**config.mk**
```make
export PLATFORM = sky130hd
export DESIGN_NAME = demux_scan_ctrl
export DESIGN_NICKNAME = d
export VERILOG_FILES = /design/src/rtl/demux_pkg.sv /design/src/rtl/demux_next_chan.sv /design/src/rtl/demux_scan_ctrl.sv
export SDC_FILE = /design/constraint.sdc
export NUM_CORES = 1
export LEC_CHECK = 0
export ABC_CLOCK_PERIOD_IN_PS = 3400
export CELL_PAD_IN_SITES_DETAIL_PLACEMENT = 2
export CELL_PAD_IN_SITES_GLOBAL_PLACEMENT = 2
export CORE_ASPECT_RATIO = 0.8
export CORE_UTILIZATION = 29
export DETAILED_ROUTE_END_ITERATION = 10
export HOLD_SLACK_MARGIN = 0.15
export PLACE_DENSITY = 0.83
export SYNTH_ARGS = -nofsm -noshare
export SYNTH_HDL_FRONTEND = slang
export SYNTH_HIERARCHICAL = 1
export SYNTH_SLANG_ARGS = --single-unit
export TNS_END_PERCENT = 10
```
**constraint.sdc**
```tcl
create_clock -name clk -period 3.4 [get_ports clk]
set_input_delay 0.51 -clock clk [delete_from_list [all_inputs] [get_ports clk]]
set_output_delay 0.51 -clock clk [all_outputs]
set_load 0.01 [all_outputs]
```
**src/rtl/demux_pkg.sv**
```systemverilog
// Shared types and constants for the demux scan sequencer.
// Latency: n/a (declarations only).
// Backpressure: n/a.
package demux_pkg;

    localparam int NUM_CH      = 16;
    localparam int SEL_W       = 4;
    localparam int DWELL_W_DEF = 8;

    typedef enum logic [1:0] {
        IDLE  = 2'd0,
        LOAD  = 2'd1,
        DWELL = 2'd2,
        DONE  = 2'd3
    } state_t;

endpackage

```
**src/rtl/demux_next_chan.sv**
```systemverilog
// Finds the next enabled channel in a 16-bit mask relative to a current index.
// Latency: purely combinational.
// Backpressure: none; result is valid whenever inputs are stable.
module demux_next_chan
    import demux_pkg::*;
(
    input  logic [NUM_CH-1:0] mask,
    input  logic [SEL_W-1:0]  cur,
    input  logic              first,
    input  logic              wrap_en,
    output logic [SEL_W-1:0]  nxt,
    output logic              found
);

    logic             hit_above;
    logic             hit_low;
    logic [SEL_W-1:0] idx_above;
    logic [SEL_W-1:0] idx_low;

    // Scan from the top down so the last match written is the lowest index.
    // 'first' makes cur itself eligible, which gives "from below 0" in LOAD.
    always_comb begin
        hit_above = 1'b0;
        hit_low   = 1'b0;
        idx_above = '0;
        idx_low   = '0;
        for (int i = NUM_CH - 1; i >= 0; i--) begin
            if (mask[i]) begin
                hit_low = 1'b1;
                idx_low = i[SEL_W-1:0];
                if ((i > int'(cur)) || (first && (i == int'(cur)))) begin
                    hit_above = 1'b1;
                    idx_above = i[SEL_W-1:0];
                end
            end
        end
    end

    // Prefer a channel above cur; fall back to the lowest one only when wrapping.
    always_comb begin
        nxt   = '0;
        found = 1'b0;
        if (hit_above) begin
            nxt   = idx_above;
            found = 1'b1;
        end else if (wrap_en && hit_low) begin
            nxt   = idx_low;
            found = 1'b1;
        end
    end

endmodule

```
**src/rtl/demux_scan_ctrl.sv**
```systemverilog
// Walks enabled channels of a 16-bit mask, strobing dout for dwell cycles each (DEMUX_SCAN_LOOP_EN: continuous mode with stop).
// Latency: start -> LOAD next cycle -> first strobe the cycle after; done one cycle after the last strobe.
// Backpressure: none; start is ignored (not queued) while busy or in DONE.
module demux_scan_ctrl
    import demux_pkg::*;
#(
    parameter int DWELL_W = DWELL_W_DEF
)
(
    input  logic               clk,
    input  logic               rst,
    input  logic               start,
    input  logic               stop,
    input  logic [DWELL_W-1:0] dwell,
    input  logic [NUM_CH-1:0]  chan_mask,
    output logic [SEL_W-1:0]   sel,
    output logic               dout,
    output logic               busy,
    output logic               done
);

    state_t             state;
    state_t             state_n;
    logic [NUM_CH-1:0]  mask_q;
    logic [DWELL_W-1:0] dwell_q;
    logic [DWELL_W-1:0] cnt;
    logic [DWELL_W-1:0] cnt_n;
    logic [DWELL_W-1:0] reload;
    logic [SEL_W-1:0]   sel_n;
    logic               dout_n;
    logic               busy_n;
    logic               done_n;

    logic [SEL_W-1:0]   f_cur;
    logic               f_first;
    logic [SEL_W-1:0]   f_nxt;
    logic               f_found;
    logic               wrap_en;
    logic               stop_now;

    // A zero dwell is treated as one cycle, so the counter reload is dwell_eff-1.
    assign reload = (dwell_q == '0) ? '0 : dwell_q - {{(DWELL_W-1){1'b0}}, 1'b1};

    // In LOAD search from index 0 inclusive; in DWELL search strictly above sel.
    assign f_first = (state == LOAD);
    assign f_cur   = (state == LOAD) ? '0 : sel;

    demux_next_chan u_next_chan (
        .mask    (mask_q),
        .cur     (f_cur),
        .first   (f_first),
        .wrap_en (wrap_en),
        .nxt     (f_nxt),
        .found   (f_found)
    );

`ifdef DEMUX_SCAN_LOOP_EN
    logic stop_q;

    // Remember a stop request until the scan ends; a fresh start clears it.
    always_ff @(posedge clk) begin
        if (rst) begin
            stop_q <= 1'b0;
        end else if (state == IDLE && start) begin
            stop_q <= 1'b0;
        end else if ((state == LOAD || state == DWELL) && stop) begin
            stop_q <= 1'b1;
        end
    end

    // Live stop counts too, so a stop on the last dwell cycle takes effect at once.
    assign stop_now = stop_q | stop;
    assign wrap_en  = (state == DWELL);
`else
    logic unused_stop;
    assign unused_stop = stop;
    assign stop_now    = 1'b0;
    assign wrap_en     = 1'b0;
`endif

    // State register.
    always_ff @(posedge clk) begin
        if (rst) begin
            state <= IDLE;
        end else begin
            state <= state_n;
        end
    end

    // Next-state decode.
    always_comb begin
        state_n = state;
        case (state)
            IDLE:    if (start) state_n = LOAD;
            LOAD:    state_n = f_found ? DWELL : DONE;
            DWELL: begin
                if (cnt != '0) begin
                    state_n = DWELL;
                end else if (!stop_now && f_found) begin
                    state_n = DWELL;
                end else begin
                    state_n = DONE;
                end
            end
            DONE:    state_n = IDLE;
            default: state_n = IDLE;
        endcase
    end

    // Next values of the registered outputs and dwell counter, aligned with state_n.
    always_comb begin
        sel_n  = sel;
        dout_n = 1'b0;
        busy_n = 1'b0;
        done_n = 1'b0;
        cnt_n  = cnt;
        case (state)
            IDLE: begin
                if (start) busy_n = 1'b1;
            end
            LOAD: begin
                if (f_found) begin
                    sel_n  = f_nxt;
                    dout_n = 1'b1;
                    busy_n = 1'b1;
                    cnt_n  = reload;
                end else begin
                    done_n = 1'b1;
                end
            end
            DWELL: begin
                if (cnt != '0) begin
                    cnt_n  = cnt - {{(DWELL_W-1){1'b0}}, 1'b1};
                    dout_n = 1'b1;
                    busy_n = 1'b1;
                end else if (!stop_now && f_found) begin
                    sel_n  = f_nxt;
                    dout_n = 1'b1;
                    busy_n = 1'b1;
                    cnt_n  = reload;
                    // Moving to an index not above the current one means we wrapped.
                    done_n = (f_nxt <= sel);
                end else begin
                    done_n = 1'b1;
                end
            end
            default: begin
                done_n = 1'b0;
            end
        endcase
    end

    // Output, counter and configuration registers.
    always_ff @(posedge clk) begin
        if (rst) begin
            sel     <= '0;
            dout    <= 1'b0;
            busy    <= 1'b0;
            done    <= 1'b0;
            cnt     <= '0;
            mask_q  <= '0;
            dwell_q <= '0;
        end else begin
            sel  <= sel_n;
            dout <= dout_n;
            busy <= busy_n;
            done <= done_n;
            cnt  <= cnt_n;
            if (state == IDLE && start) begin
                mask_q  <= chan_mask;
                dwell_q <= dwell;
            end
        end
    end

endmodule
```
## Word level (Yosys, flattened, before mapping)

Cells that the tools add are included.

- Add/sub/neg operators: 2
- Equality and inequality tests: 20
- Muxes and demuxes: 87
- Order comparisons: 16
- Reduce and logical (&&, ||, !) cells: 38

Operators with widths:

| cell | number |
|---|---|
| $mux 4 | 36 |
| $mux 1 | 41 |
| $eq 4x4->1 const A | 8 |
| $gt 4x4->1 const A | 8 |
| $mux 8 | 3 |
| $logic_and 1x1->1 | 17 |
| $eq 3x4->1 const A | 4 |
| $gt 3x4->1 const A | 4 |
| $pmux 8 s2 | 1 |
| $sub 8x1->8 const B | 2 |
| $logic_or 1x1->1 | 15 |
| $eq 2x4->1 const A | 2 |
| $gt 2x4->1 const A | 2 |
| $logic_not 8->1 | 1 |
| $pmux 2 s4 | 1 |
| $pmux 4 s2 | 1 |
| $reduce_bool 8->1 | 1 |
| $eq 1x4->1 const A | 1 |
| $eq 2x2->1 const B | 2 |
| $gt 1x4->1 const A | 1 |
| $le 4x4->1 | 1 |
| $logic_not 4->1 | 1 |
| $ne 2x2->1 const B | 2 |
| $pmux 1 s2 | 2 |
| other kinds (6) | 6 |

- Input port bits: 28
- Output and inout port bits: 7
- Word-level logic and storage cells: 171
- Register bits: 41

## Logic depth before layout (Yosys ltp)

- Depth after elaboration: 42
- Mapped depth: 17
- Gate-level depth less buffers: 16

## Hierarchy

Netlist, hierarchy kept.

Modules (own cells, without submodules):

| module | seq. area each (µm²) | cells an instance | instances | area each (µm²) |
|---|---|---|---|---|
| demux_scan_ctrl | 820.8 | 265 | 1 | 2,103.3 |
| demux_next_chan | 0.0 | 102 | 1 | 653.1 |

## Worst setup path before layout

No wires, ideal clock.

- Kind: reg2reg
- Start point: register state[1]
- End point: register done
- Path slack: 0.240 ns
- Data arrival time: 3.069 ns
- Required time: 3.309 ns
- Path buffers: 1
- Stages on the path, launching flop included: 18
- Setup time: 0.091 ns
- Cell sequence: dfxtp_1 -> inv_1 -> ha_1 -> nor2b_1 -> nand2b_4 -> buf_6 -> a311o_1 -> a22o_1 -> a221oi_2 -> o221ai_2 -> a32o_1 -> inv_1 -> ha_1 -> nor2b_1 -> o21a_1 -> o21ai_0 -> nand2b_1 -> a311oi_1

- Longest elaborated chain between the ends: 42

RTL lines:

| what | RTL line | source |
|---|---|---|
| start: declaration | demux_scan_ctrl.sv:22 | `state_t state;` |
| start signal: assignment | demux_scan_ctrl.sv:86 | `state <= state_n;` |
| $eq 2x1->1 (*) | demux_scan_ctrl.sv:45 | `assign f_first = (state == LOAD);` |
| named net f_first | demux_scan_ctrl.sv:35 | `logic f_first;` |
| $mux 4 (*) | demux_scan_ctrl.sv:46 | `assign f_cur = (state == LOAD) ? '0 : sel;` |
| named net f_cur[0] | demux_scan_ctrl.sv:34 | `logic [SEL_W-1:0] f_cur;` |
| branches (longest 35 deep; another with $gt 4x4->1) | - |  |
| $mux 4 (*) | demux_next_chan.sv:43 | `if (hit_above) begin` |
| named net f_nxt[0] | demux_scan_ctrl.sv:36 | `logic [SEL_W-1:0] f_nxt;` |
| $le 4x4->1 (*) | demux_scan_ctrl.sv:142 | `done_n = (f_nxt <= sel);` |
| $mux 1 (*) | demux_scan_ctrl.sv:136 | `end else if (!stop_now && f_found) begin` |
| $mux 1 (*) | demux_scan_ctrl.sv:132 | `if (cnt != '0) begin` |
| $pmux 1 s2 (*) | demux_scan_ctrl.sv:117 | `case (state)` |
| end signal: assignment | demux_scan_ctrl.sv:167 | `done <= done_n;` |
| end: declaration | demux_scan_ctrl.sv:19 | `output logic done` |

Mark *: on every way through the listed nets, which the timed path passes.
A chain may end at the register's enable or synchronous reset.

## Worst setup path in the final report

- Start point: register state[1]
- End point: register cnt[2]

- Longest elaborated chain between the ends: 41

RTL lines:

| what | RTL line | source |
|---|---|---|
| $eq 2x1->1 (*) | demux_scan_ctrl.sv:45 |  |
| named net f_first | demux_scan_ctrl.sv:35 |  |
| $mux 4 (*) | demux_scan_ctrl.sv:46 |  |
| named net f_cur[1] | demux_scan_ctrl.sv:34 |  |
| branches (longest 34 deep; another with $gt 4x4->1) | - |  |
| $mux 1 (*) | demux_next_chan.sv:28 | `if (mask[i]) begin` |
| $mux 1 (*) | demux_next_chan.sv:43 |  |
| named net f_found | demux_scan_ctrl.sv:37 | `logic f_found;` |
| $mux 8 (*) | - |  |
| $mux 8 | - |  |
| $pmux 8 s2 (*) | demux_scan_ctrl.sv:117 |  |
| end signal: assignment | demux_scan_ctrl.sv:168 | `cnt <= cnt_n;` |
| end: declaration | demux_scan_ctrl.sv:26 | `logic [DWELL_W-1:0] cnt;` |

Marks and branches as above.

==> impl_metrics.py <==
metrics = {
    "yosys": {
        "yosysSeqAreaShare_pct": 29.8,
        "async_flop_share_pct": 0,
        "synth-seq-cells": 41,
        "synth_edf_count": 0,
        "yosys.area.top_type": "dfxtp_1",
        "synth-main-ff-cell": "dfxtp_1",
        "yosysWarnings": 6,
        "yosys-top-cells-area": "dfxtp_1 30%, nand2_1 8.7%, a21oi_1 6.2%",
        "avgSynthCellArea_um2": 7.51,
        "synth_area_um2": 2760,
        "synth_top_area_share_pct": 29.8,
        "synth_cell_types": 63,
        "syn_inst": 367,
    },
    "final_layout": {
        "layout_common_cells": "64 x nand2_1, 40 x dfxtp_1, 34 x a21oi_1, 33 x clkdlybuf4s50_1, 28 x nor2_1",
        "drive_gt1_share_pct": 12.6,
        "nFillCells": 1044,
        "regArea_um2": 822,
        "area_delta_synth_final_pct": 30.3,
        "multi_input_area_um2": 1880,
        "nets": 453,
        "diodes": 0,
        "layout_commonest_cell": "nand2_1",
    },
    "placed_design": {
        "place.gp.congestion": 0.889,
        "hpwl_um": 7240,
        "portBuffers": 33,
    },
    "die": {
        "dieWidth_um": 111,
        "start_util_pct": 30.1,
        "fp-row-count": 31,
        "io_pins": 35,
        "die_area_um2": 9900,
        "die_height_um": 89.2,
        "core_um2": 9150,
    },
    "status": {
        "status": "finished with violations",
        "violations": "DRC",
    },
    "clocking": {
        "cts_tree": "built",
        "numCtsBuffers": 5,
        "htreeDepth": 2,
        "cts-root-buf": "clkbuf_16",
        "clkLatencyLatePin_ps": 290,
        "clockBufferDepth": 2,
        "path_clk_slew_ps": 60,
        "clock_sinks": 41,
    },
    "power_and_ir_drop": {
        "intPower_mw": 1.86,
        "netSwitchingPower_mw": 1.64,
        "powerDensity_nw_per_um2": 975,
        "power_mw": 3.50,
        "switching_share_pct": 46.9,
        "p_leak_nw": 1.42,
        "p_clk_share_pct": 16.5,
        "max-vdd-ir-drop_uv": 297,
        "pwr-share-comb_pct": 61.4,
        "seqPwrFrac_pct": 22.1,
    },
    "setup_path": {
        "end_kind": "flop",
        "path_max_fanout": 8,
        "cp_slowest_stage_delay_ps": 440,
        "critPathKind": "reg2reg",
        "cp_top_family": "compound AO/OA/AOI/OAI gates",
        "crit_chain": "inv_2 > ha_4 > nor2_4 > buf_6 > nor3b_2 > o21a_1 > a2111oi_4 > nand4_1 > nor2_2 > nand2_1 > buf_4 > o221ai_1 > o211ai_1 > a21oi_1",
        "arrival_ps": 3510,
        "critPathRequiredTime_ps": 3620,
        "crit_slowest_cell": "a2111oi_4",
        "critPathLaunchType": "flop",
        "critPathBufInv": 3,
    },
    "grt": {
        "track_usage_pct": 21.1,
        "antenna_found_initial": 0,
        "grt_pass1_wl_um": 16400,
        "grt_max_degree": 29,
        "grt_overflow": 0,
        "grt_pass1_vias": 3142,
    },
    "drt": {
        "drtPass1Iterations": 7,
        "drt_iter0_drc": 108,
        "via_per_inst": 5.51,
        "drtAntennaViolNets": 0,
        "via_count": 2908,
        "wirelength_um": 10700,
        "wire_per_inst_um": 20.2,
        "drcViolationCount": 2,
    },
    "sta": {
        "worstMarginPinSlew_ps": 941,
        "finalCritPeriodShare_pct": 96.9,
        "hold_viol": 0,
        "slew_headroom_pct": 36.7,
        "timing.fmax_mhz": 303,
        "drv_slew": 0,
        "setup_viol": 0,
        "layout_min_cycle_time_ps": 3300,
        "finClkSkew_ps": 3.69,
        "hold_slack_ps": 503,
    },
    "worst_hold_path": {
        "hold_class": "reg2reg",
    },
    "run": {
        "maxCapViolCount": 0,
    },
}
-- stage by stage --
step	area, um2	instances	setup WS [ps]	TNS (ps)	utilization [%]
after floorplan	2760	369	240	0	-
after global routing	3590	528	-79.8	-79.8	39.2
after global placement	3260	517	141	0	35.6
after detailed placement	3260	517	-96.3	-447	35.6
final	3590	528	104	0	39.2
after CTS	3470	526	3.37	0	37.9
-- routing by layer --
metal	vias up	track usage, %	part of all wire (%)
met5	-	0	0
li1	1393	-	-
met2	52	37.1	47
met4	0	6.10	1.2
met1	1452	27.6	49
met3	11	2.64	2.6
-- synthesized netlist by cell type, types with 6 or more instances --
cell and instances:
nor2_1 33, ha_1 13, a21oi_1 34, nand2b_1 7, mux2i_1 6, dfxtp_1 41, nand3_1 10, inv_1 27
nor4_1 6, o21ai_0 14, nand2_1 64, clkbuf_1 9
-- power groups by stage --
stage / logic (mW) / registers, mW / clock network (mW)
floorplan: 1.31 / 0.736 / 0
global placement: 1.77 / 0.753 / 0
detailed placement: 1.89 / 0.770 / 0
CTS: 1.96 / 0.760 / 0.585
global route: 2.32 / 0.788 / 0.605
finish: 2.15 / 0.772 / 0.578
-- sequential cells by signal, summed over array words and instances, names as in the netlist --
register  cells
busy          1
cnt           8
done          1
dout          1
dwell_q       8
mask_q       16
sel           4
state         2
-- path summary, 6_finish.rpt --
kind | start | cells after the start | endpoint | slack [ps]
max | state[1] | 14 | cnt[2] | 100
min | dwell_q[0] | 2 | dwell_q[0] | 500
max reg2reg | state[1] | 14 | cnt[2] | 100
min reg2reg | dwell_q[0] | 2 | dwell_q[0] | 500
-- worst reg2reg max path: cells and delay by family, from the launching register on --
family	cells	cell delay (ps)
AOI/OAI and AO/OA	5	1320
and+or+nand+nor	5	880
buffers and inverters	3	490
adders and majority gates	1	210
DFF	1	350
-- layout make-up --
cell class,count,share of cell area [%]
clock buffer,7,3.97
sequential,41,22.9
timing repair buffer,51,13.2
tap,115,4.01
multi-input combinational,286,52.3
clock inverter,1,0.836
inverter,27,2.82
-- cell families after synthesis --
group | after synthesis | synth area share (%)
buffers and inverters | 42 | 6.90
xor gates and xnor gates | 8 | 2.54
adders and majority gates | 13 | 5.90
muxes | 6 | 2.18
AOI/OAI and AO/OA | 106 | 26.6
and+or+nand+nor | 150 | 26.0
other | 1 | 0.136
DFF | 41 | 29.8
-- what timing repair did --
action                     in CTS  in global routing
setup endpoints to repair      16                 16
hold buffers                    0                  0
gates resized for setup         5                 22
pin swaps                       3                  8
buffers inserted                1                  2
(Power assumes the default switching activity.)
